## config.mk

```make
export PLATFORM = sky130hd
export DESIGN_NAME = vga_sync_decoder
export DESIGN_NICKNAME = d
export VERILOG_FILES = /design/src/rtl/vga_sync_decoder.sv
export SDC_FILE = /design/constraint.sdc
export NUM_CORES = 1
export LEC_CHECK = 0
export CAP_MARGIN = 10
export CORE_MARGIN = 5
export CORE_UTILIZATION = 35
export CTS_CLUSTER_DIAMETER = 30
export DETAILED_ROUTE_END_ITERATION = 10
export MAX_ROUTING_LAYER = met4
export PLACE_DENSITY_LB_ADDON = 0.05
export REMOVE_ABC_BUFFERS = 1
export SLEW_MARGIN = 30
export SYNTH_ARGS = -nofsm -noshare
export SYNTH_HDL_FRONTEND = slang
export SYNTH_SLANG_ARGS = --single-unit
```

## constraint.sdc

```tcl
create_clock -name clk -period 2.2 [get_ports clk]
set_input_delay 0.44 -clock clk [delete_from_list [all_inputs] [get_ports clk]]
set_output_delay 0.44 -clock clk [all_outputs]
set_load 0.01 [all_outputs]
```

## src/rtl/vga_sync_decoder.sv

```systemverilog
// Recovers pixel coordinates from hs/vs/draw and tracks line/frame geometry.
// Lock is earned by consecutive well-formed frames and lost on any violation.
module vga_sync_decoder #(
  parameter int H_TOTAL       = 800,
  parameter int H_VISIBLE     = 640,
  parameter int V_TOTAL       = 525,
  parameter int V_VISIBLE     = 480,
  parameter int HS_ACTIVE_LOW = 1,
  parameter int VS_ACTIVE_LOW = 1,
  parameter int LOCK_FRAMES   = 2
) (
  input  logic        clk,
  input  logic        reset,
  input  logic        hs,
  input  logic        vs,
  input  logic        draw,
  output logic [9:0]  x,
  output logic [9:0]  y,
  output logic        pixel_valid,
  output logic [10:0] line_len,
  output logic [9:0]  frame_lines,
  output logic        locked,
  output logic        frame_start,
  output logic        sync_err,
  output logic [1:0]  state_dbg
);

  localparam logic        HS_IDLE   = (HS_ACTIVE_LOW != 0);
  localparam logic        VS_IDLE   = (VS_ACTIVE_LOW != 0);
  localparam logic [10:0] H_TOTAL_W = 11'(H_TOTAL);
  localparam logic [9:0]  H_VIS_W   = 10'(H_VISIBLE);
  localparam logic [9:0]  V_TOTAL_W = 10'(V_TOTAL);
  localparam logic [9:0]  V_VIS_W   = 10'(V_VISIBLE);
  localparam logic [2:0]  LOCK_W    = 3'(LOCK_FRAMES);

  typedef enum logic [1:0] {
    SEARCH  = 2'd0,
    ACQUIRE = 2'd1,
    LOCKED  = 2'd2
  } state_t;

  state_t      state;
  logic        hs_q;
  logic        vs_q;
  logic        draw_q;
  logic [10:0] h_cnt;
  logic [9:0]  px_cnt;
  logic [9:0]  v_cnt;
  logic [9:0]  act_cnt;
  logic [2:0]  good_cnt;
  logic        line_armed;
  logic        frame_bad;

  logic        hs_edge;
  logic        vs_edge;
  logic        draw_fall;
  logic        line_bad;
  logic        frame_good;

  assign state_dbg = state;

  always_comb begin
    hs_edge    = (hs != HS_IDLE) && (hs_q == HS_IDLE);
    vs_edge    = (vs != VS_IDLE) && (vs_q == VS_IDLE);
    draw_fall  = draw_q && !draw;
    line_bad   = line_armed &&
                 ((hs_edge && (h_cnt != H_TOTAL_W)) ||
                  (draw_fall && (px_cnt != H_VIS_W)));
    // A violation in the same cycle as the vs edge still spoils the frame.
    frame_good = !frame_bad && !line_bad &&
                 (v_cnt == V_TOTAL_W) && (act_cnt == V_VIS_W);
  end

  always_ff @(posedge clk or negedge reset) begin
    if (!reset) begin
      state       <= SEARCH;
      hs_q        <= HS_IDLE;
      vs_q        <= VS_IDLE;
      draw_q      <= 1'b0;
      h_cnt       <= '0;
      px_cnt      <= '0;
      v_cnt       <= '0;
      act_cnt     <= '0;
      good_cnt    <= '0;
      line_armed  <= 1'b0;
      frame_bad   <= 1'b0;
      x           <= '0;
      y           <= '0;
      pixel_valid <= 1'b0;
      line_len    <= '0;
      frame_lines <= '0;
      locked      <= 1'b0;
      frame_start <= 1'b0;
      sync_err    <= 1'b0;
    end else begin
      hs_q   <= hs;
      vs_q   <= vs;
      draw_q <= draw;

      if (hs_edge) begin
        h_cnt    <= 11'd1;
        line_len <= h_cnt;
      end else if (h_cnt != 11'h7ff) begin
        h_cnt <= h_cnt + 11'd1;
      end

      if (hs_edge) begin
        px_cnt <= '0;
      end else if (draw && (px_cnt != 10'h3ff)) begin
        px_cnt <= px_cnt + 10'd1;
      end

      // A coincident hs edge is the first line of the new frame.
      if (vs_edge) begin
        frame_lines <= v_cnt;
        v_cnt       <= hs_edge ? 10'd1 : 10'd0;
      end else if (hs_edge && (v_cnt != 10'h3ff)) begin
        v_cnt <= v_cnt + 10'd1;
      end

      if (vs_edge) begin
        act_cnt <= '0;
      end else if (draw_fall && (act_cnt != 10'h3ff)) begin
        act_cnt <= act_cnt + 10'd1;
      end

      pixel_valid <= draw;
      if (draw) begin
        x <= px_cnt;
        y <= act_cnt;
      end

      frame_start <= vs_edge;
      sync_err    <= 1'b0;

      if (state == SEARCH) begin
        line_armed <= 1'b0;
      end else if (hs_edge) begin
        line_armed <= 1'b1;
      end

      if (vs_edge) begin
        frame_bad <= 1'b0;
      end else if (line_bad) begin
        frame_bad <= 1'b1;
      end

      case (state)
        SEARCH: begin
          locked   <= 1'b0;
          good_cnt <= '0;
          if (vs_edge) begin
            state <= ACQUIRE;
          end
        end
        ACQUIRE: begin
          if (vs_edge) begin
            if (frame_good) begin
              good_cnt <= good_cnt + 3'd1;
              if ((good_cnt + 3'd1) == LOCK_W) begin
                state  <= LOCKED;
                locked <= 1'b1;
              end
            end else begin
              good_cnt <= '0;
            end
          end else if (line_bad) begin
            good_cnt <= '0;
          end
        end
        LOCKED: begin
          if (line_bad || (vs_edge && !frame_good)) begin
            sync_err <= 1'b1;
            locked   <= 1'b0;
            good_cnt <= '0;
            state    <= ACQUIRE;
          end
        end
        default: begin
          state    <= SEARCH;
          locked   <= 1'b0;
          good_cnt <= '0;
        end
      endcase
    end
  end

endmodule

```

==> flow_summary_export.csv, run 1 <==
group,metric,value,unit
floorplan,core-area,12200,um^2
worst_setup_path,crit_required,2.43,ns
final_layout,fin_nets,495,
clock_network,hold_buffers,0,
global_routing,track_usage,14.2,%
clock_network,postCtsSetupBuffers,0,
floorplan,die_h,122,um
global_routing,grt_pass1_wl,16000,um
global_routing,busiest_layer,"met1",
detailed_routing,vias_per_cell,4.82,
placed_design,port-buffer-count,51,
final_layout,syn2layout_area_growth,25.0,%
worst_setup_path,worstPathArrival,2.19,ns
worst_setup_path,cp_max_fo,11,
sta,hold_ws,0.0288,ns
yosys,yosysUniqueCellTypes,57,
worst_setup_path,crit_type,"reg2reg",
yosys,synth_flop_cell,"dfrtp_1",
detailed_routing,drcViolationCount,0,
floorplan,start_util,36.0,%
yosys,yosysWarnings,0,
sta,finalCriticalPeriod,1.96,ns
clock_network,clk_pin_slew,0.06,ns
floorplan,die_w,122,um
clock_network,cts-buffers-inserted,9,
worst_setup_path,crit_slowest_cell,"o41ai_4",
yosys,seq_area_frac_synth,54.3,%
power,power_density,766,nW/um^2
sta,drv_slew,0,
yosys,synth-edff-count,0,
yosys,async_reset_ff_share,100,%
clock_network,cts_tree,"done",
sta,setup_tns,0,ns
detailed_routing,firstDrtPassIters,4,
final_layout,fillers,1178,
clock_network,clk_latency,0.35,ns
sta,fmax,510,MHz
job,max_cap_viol_count,0,
clock_network,cts-htree-levels,3,
final_layout,regArea,2380,um^2
placed_design,place_congestion,0.802,
detailed_routing,avgRoutedWirePerCell,14.4,um
sta,finalHoldViolCount,0,
global_routing,grt_util_met3,2.83,%
sta,rsz0062_at_grt,"no",
power,leakage,2.48,nW
clock_network,clock_sinks,95,
clock_network,cts-root-buf,"clkbuf_16",
worst_setup_path,reg2reg_depth,5,
sta,fin_skew,0.00805,ns
power,ir_drop,309,uV
worst_setup_path,cp_cell_sequence,"nand4_1, o41ai_4, nor3_1, xnor2_1, nor2_1",
placed_design,place_hpwl,6450,um
placed_design,place_inst,637,
detailed_routing,drt-initial-drc-count,111,
clock_network,clockBufferDepth,2,
yosys,netlist_area,4380,um^2
yosys,syn_area_per_cell,10.5,um^2
final_layout,diodes,0,
worst_setup_path,path_depth,5,
global_routing,grt_max_degree,47,
global_routing,met2_usage,18.9,%
worst_setup_path,critPathTopFamily,"compound AO/OA/AOI/OAI gates",
outcome,outcome,"completed",
global_routing,antenna_found_initial,0,
global_routing,gr-total-overflow,0,
worst_setup_path,worst_setup_path_end_kind,"register",
detailed_routing,drt_wl_total,9420,um
global_routing,use_met1,20.3,%
floorplan,die-area,14900,um^2
sta,final.period_utilization,89.2,%
sta,setup_viol,0,
worst_setup_path,crit_buf_inv,0,
floorplan,ios,52,
yosys,ys_ff_latch,95,
sta,tightest_slew,0.658,ns
detailed_routing,via_count,3147,
worst_setup_path,critPathLaunchType,"register",
worst_setup_path,max_stage_delay,0.70,ns
global_routing,grt_pass1_vias,3133,
floorplan,num_rows,40,
worst_setup_path,cp-startpoint,"px_cnt[3]",
final_layout,multi_input_comb_area,1890,um^2
final_layout,drive_above_1_share,15.3,%
sta,max_slew_margin,56.0,%
worst_hold_path,hold_path.class,"in2async",
final_layout,stdcell_count,653,
worst_setup_path,rr_startpoint,"px_cnt[3]",
yosys,synthCells,417,
detailed_routing,antenna_left,0,
-- cell type report --
cell class | instances | share of cell area (%)
multi-input combinational | 288 | 34.5
clock buffer | 15 | 5.07
clock inverter | 1 | 0.0913
tap | 168 | 3.84
inverter | 17 | 1.16
sequential | 95 | 43.4
timing repair buffer | 69 | 12.0
-- worst register-to-register path: cells and delay by family (launching register included) --
family	cells	cell delay [ns]
DFF	1	0.47
and+or+nand+nor	3	0.51
xor gates and xnor gates	1	0.17
AOI/OAI and AO/OA	1	0.70
-- flip-flops by register name, indices dropped and copies added (netlist names), 2 cells and up --
name         flops
px_cnt          10
good_cnt         3
h_cnt           11
x               10
line_len        11
act_cnt         10
frame_lines     10
state_dbg        2
v_cnt           10
y               10
-- report_power, final --
part / internal (mW) / leakage [nW] / total, mW / switching [mW]
logic: 0.337 / 1.07 / 0.670 / 0.333
clock network: 0.860 / 0.140 / 1.52 / 0.656
registers: 1.89 / 1.28 / 2.01 / 0.118
-- synthesized netlist by cell type, drive strengths merged, types with 3 or more instances --
cell type,n,area [um^2]
a21oi,10,50.1
mux2i,3,30.0
inv,16,60.1
clkbuf,11,42.5
o21ai,14,77.6
or3,5,31.3
nand2,73,274
a31oi,3,18.8
nor2b,3,18.8
nand4,8,50.1
nor3,8,40.0
o22ai,3,25.0
xnor2,15,131
nand3,13,70.1
dfrtp,93,2330
nor2,41,156
o2111ai,5,43.8
mux2,21,236
xor2,12,105
nand2b,3,18.8
nor4,7,43.8
ha,10,125
and4,6,60.1
buf,6,30.0
-- layout by cell type, fill, tap and decap left out, drive strengths merged, types with 14 or more instances in the layout --
cell and instances:
inv 16, nor2 41, clkbuf 15, dfrtp 93
buf 19, mux2 21, nand2 73, xnor2 15
o21ai 14, clkdlybuf4s50 50
-- timing repair --
item | CTS | global route
endpoints found under the hold margin | 0 | 0
setup endpoints to repair | 0 | 2
resized for setup | 0 | 1
-- stage by stage --
stage	instance area, um^2	utilization [%]	power [mW]	worst slack, ns
after global placement	5180	42.6	2.72	0.0545
after floorplan	4310	-	2.36	-0.139
after global routing	5480	45.1	4.42	0.0869
after CTS	5460	44.9	4.26	0.0438
after detailed placement	5180	42.6	2.72	0.0468
final	5480	45.1	4.20	0.238
-- cell families after synthesis --
| family | after synthesis | share of synthesized area (%) |
|---|---|---|
| adder cells (fa/ha/maj) | 10 | 2.85 |
| AO/OA/AOI/OAI | 47 | 8.22 |
| flip-flops | 95 | 54.3 |
| multiplexers | 24 | 6.08 |
| XOR/XNOR | 27 | 5.40 |
| AND/OR/NAND/NOR | 180 | 20.0 |
| buffers and inverters | 34 | 3.11 |
-- worst paths after layout --
check / endpoint / slack [ns]
min in group clk: line_len[4] / 0.47
setup / recovery: px_cnt[5] / 0.24
hold / removal: x[2] / 0.03
setup reg to reg: px_cnt[5] / 0.24
hold reg to reg: line_len[4] / 0.47
max in group asynchronous: vs_q / 1.52
-- layer usage --
layer  vias to the layer above  routed length, um
met2                        54               3960
li1                       1561                  -
met1                      1520               4930
met3                        12                289
met4                         0                233
met5                         -                  0
Note: power is estimated with default switching activity, not from simulation.
==> run 2: changes to the inputs <==
--- a/config.mk
+++ b/config.mk
@@ -10,6 +10,7 @@
 export CORE_UTILIZATION = 35
 export CTS_CLUSTER_DIAMETER = 30
 export DETAILED_ROUTE_END_ITERATION = 10
+export HOLD_SLACK_MARGIN = 0.12
 export MAX_ROUTING_LAYER = met4
 export PLACE_DENSITY_LB_ADDON = 0.05
 export REMOVE_ABC_BUFFERS = 1
==> run 2 against run 1 <==
Largest power group unchanged. Combinational power barely moved. Critical endpoint unchanged. Critical path depth did not move. Utilization rose by 0.082 points. Die area did not move. Sequential power barely moved. Setup slack barely moved. Critical path type unchanged.
==> flow_summary_export.csv, run 2 (synthesis gave the netlist of run 1 again) <==
group,metric,value,unit
clock_network,clock_sinks,95,
floorplan,ios,52,
final_layout,diodes,0,
clock_network,postCtsSetupBuffers,0,
placed_design,port-buffer-count,51,
final_layout,fillers,1180,
detailed_routing,drt-initial-drc-count,127,
worst_setup_path,critPathLaunchType,"register",
clock_network,clk_latency,0.35,ns
worst_setup_path,worstPathArrival,2.19,ns
final_layout,layout_commonest_cell,"dfrtp_1",
floorplan,die-area,14900,um^2
detailed_routing,vias_per_cell,4.83,
clock_network,cts-htree-levels,3,
sta,finalCriticalPeriod,1.96,ns
global_routing,grt_max_degree,47,
final_layout,fin_nets,496,
power,combPwrFrac,16.0,%
sta,finalHoldViolCount,0,
clock_network,cts_tree,"done",
sta,max_slew_margin,56.0,%
global_routing,antenna_found_initial,0,
power,p_switching,1.11,mW
floorplan,core-area,12200,um^2
floorplan,start_util,36.0,%
power,power_density,765,nW/um^2
detailed_routing,via_count,3156,
global_routing,track_usage,14.2,%
placed_design,place_hpwl,6450,um
detailed_routing,avgRoutedWirePerCell,14.4,um
sta,setup_viol,0,
final_layout,drive_above_1_share,15.2,%
global_routing,grt_pass1_wl,16100,um
power,netSwitchingFraction,26.4,%
power,p_seq_share,47.9,%
sta,tightest_slew,0.658,ns
job,max_cap_viol_count,0,
sta,final.period_utilization,89.2,%
detailed_routing,firstDrtPassIters,4,
clock_network,clk_pin_slew,0.06,ns
detailed_routing,antenna_left,0,
worst_setup_path,crit_required,2.43,ns
floorplan,num_rows,40,
power,ir_drop,309,uV
final_layout,postLayoutCoreUtil,45.1,%
clock_network,cts-buffers-inserted,9,
sta,drv_slew,0,
detailed_routing,drt_wl_total,9420,um
final_layout,stdcell_count,654,
floorplan,die_h,122,um
worst_setup_path,cp_max_fo,11,
floorplan,die_w,122,um
power,leakage,2.49,nW
outcome,outcome,"completed",
placed_design,place_congestion,0.802,
worst_hold_path,hold_path.class,"reg2reg",
final_layout,top_regs,"h_cnt (11), line_len (11)",
detailed_routing,drcViolationCount,0,
sta,fmax,510,MHz
final_layout,final_cell_mix,"93 x dfrtp_1, 73 x nand2_1, 50 x clkdlybuf4s50_1",
power,p_int,3.09,mW
placed_design,place_inst,637,
worst_setup_path,worst_setup_path_end_kind,"register",
final_layout,syn2layout_area_growth,25.3,%
clock_network,clockBufferDepth,2,
sta,rsz0062_at_grt,"no",
sta,fin_skew,0.00805,ns
power,p_clk_share,36.1,%
global_routing,grt_pass1_vias,3139,
global_routing,gr-total-overflow,0,
clock_network,cts-root-buf,"clkbuf_16",
worst_setup_path,crit_type,"reg2reg",
==> run 2: cell types whose count changed in the layout (fill, tap and decap cells not counted) <==
cell           change
dlygate4sd3_1      +1
==> run 2: what timing repair did <==
| item | CTS | global route |
|---|---|---|
| hold endpoints to repair | 29 | 0 |
| resized for setup | 0 | 1 |
| endpoints found under the setup margin | 0 | 2 |
| hold buffers | 1 | 0 |
==> run 2: path summary, 6_finish.rpt <==
kind	end	startpoint	cells past startpoint	slack (ns)
worst max-delay path	px_cnt[5]	px_cnt[3]	5	0.24
worst min-delay path	line_len[4]	line_len[4]	2	0.47
worst max register to register	px_cnt[5]	px_cnt[3]	5	0.24
worst min register to register	line_len[4]	line_len[4]	2	0.47
max in group asynchronous	vs_q	reset	3	0.98
min in group asynchronous	x[2]	reset	2	0.57
==> run 2: layout make-up <==
type	count	area (um^2)	area share, %
Timing Repair Buffer	70	666	12.1
Clock inverter	1	5.00	0.0912
Inverter	17	63.8	1.16
Multi-Input combinational cell	288	1890	34.4
Clock buffer	15	278	5.06
Tap cell	168	210	3.83
Sequential cell	95	2380	43.3
==> run 2: per-layer routing <==
metal	up-vias	routed length (um)	GRT usage (%)
li1	1563	-	-
met1	1522	4910	20.3
met2	59	3970	18.9
met3	12	312	2.83
met4	0	233	7.35
met5	-	0	-
==> run 2: critical path: stages, from the launching register on <==
cell and delay (ns):
dfrtp_1 0.47, nand4_1 0.30, o41ai_4 0.70, nor3_1 0.16, xnor2_1 0.17, nor2_1 0.05
==> run 2: stage by stage <==
step | area [um^2] | setup slack, ns | total power [mW] | setup TNS (ns) | hold WS, ns
after floorplan | 4310 | -0.139 | 2.36 | -0.788 | 0.144
after global placement | 5180 | 0.0545 | 2.72 | 0 | 0.414
after detailed placement | 5180 | 0.0468 | 2.72 | 0 | 0.416
after CTS | 5470 | 0.0438 | 4.26 | 0 | 0.478
after global routing | 5490 | 0.0869 | 4.42 | 0 | 0.499
final | 5490 | 0.238 | 4.20 | 0 | 0.472
==> run 2: power groups by stage <==
stage	combinational, mW	clock [mW]	sequential (mW)
floorplan	0.279	0	2.08
global placement	0.676	0	2.04
detailed placement	0.681	0	2.04
CTS	0.684	1.57	2.01
global route	0.750	1.63	2.04
finish	0.671	1.52	2.01
==> run 3: changes to the inputs <==
--- a/config.mk
+++ b/config.mk
@@ -5,7 +5,7 @@
 export SDC_FILE = /design/constraint.sdc
 export NUM_CORES = 1
 export LEC_CHECK = 0
-export CAP_MARGIN = 10
+export CAP_MARGIN = 20
 export CORE_MARGIN = 5
 export CORE_UTILIZATION = 35
 export CTS_CLUSTER_DIAMETER = 30
==> results of run 3 <==
Same layout as run 2: the final DEF is identical, and so are final timing and power.
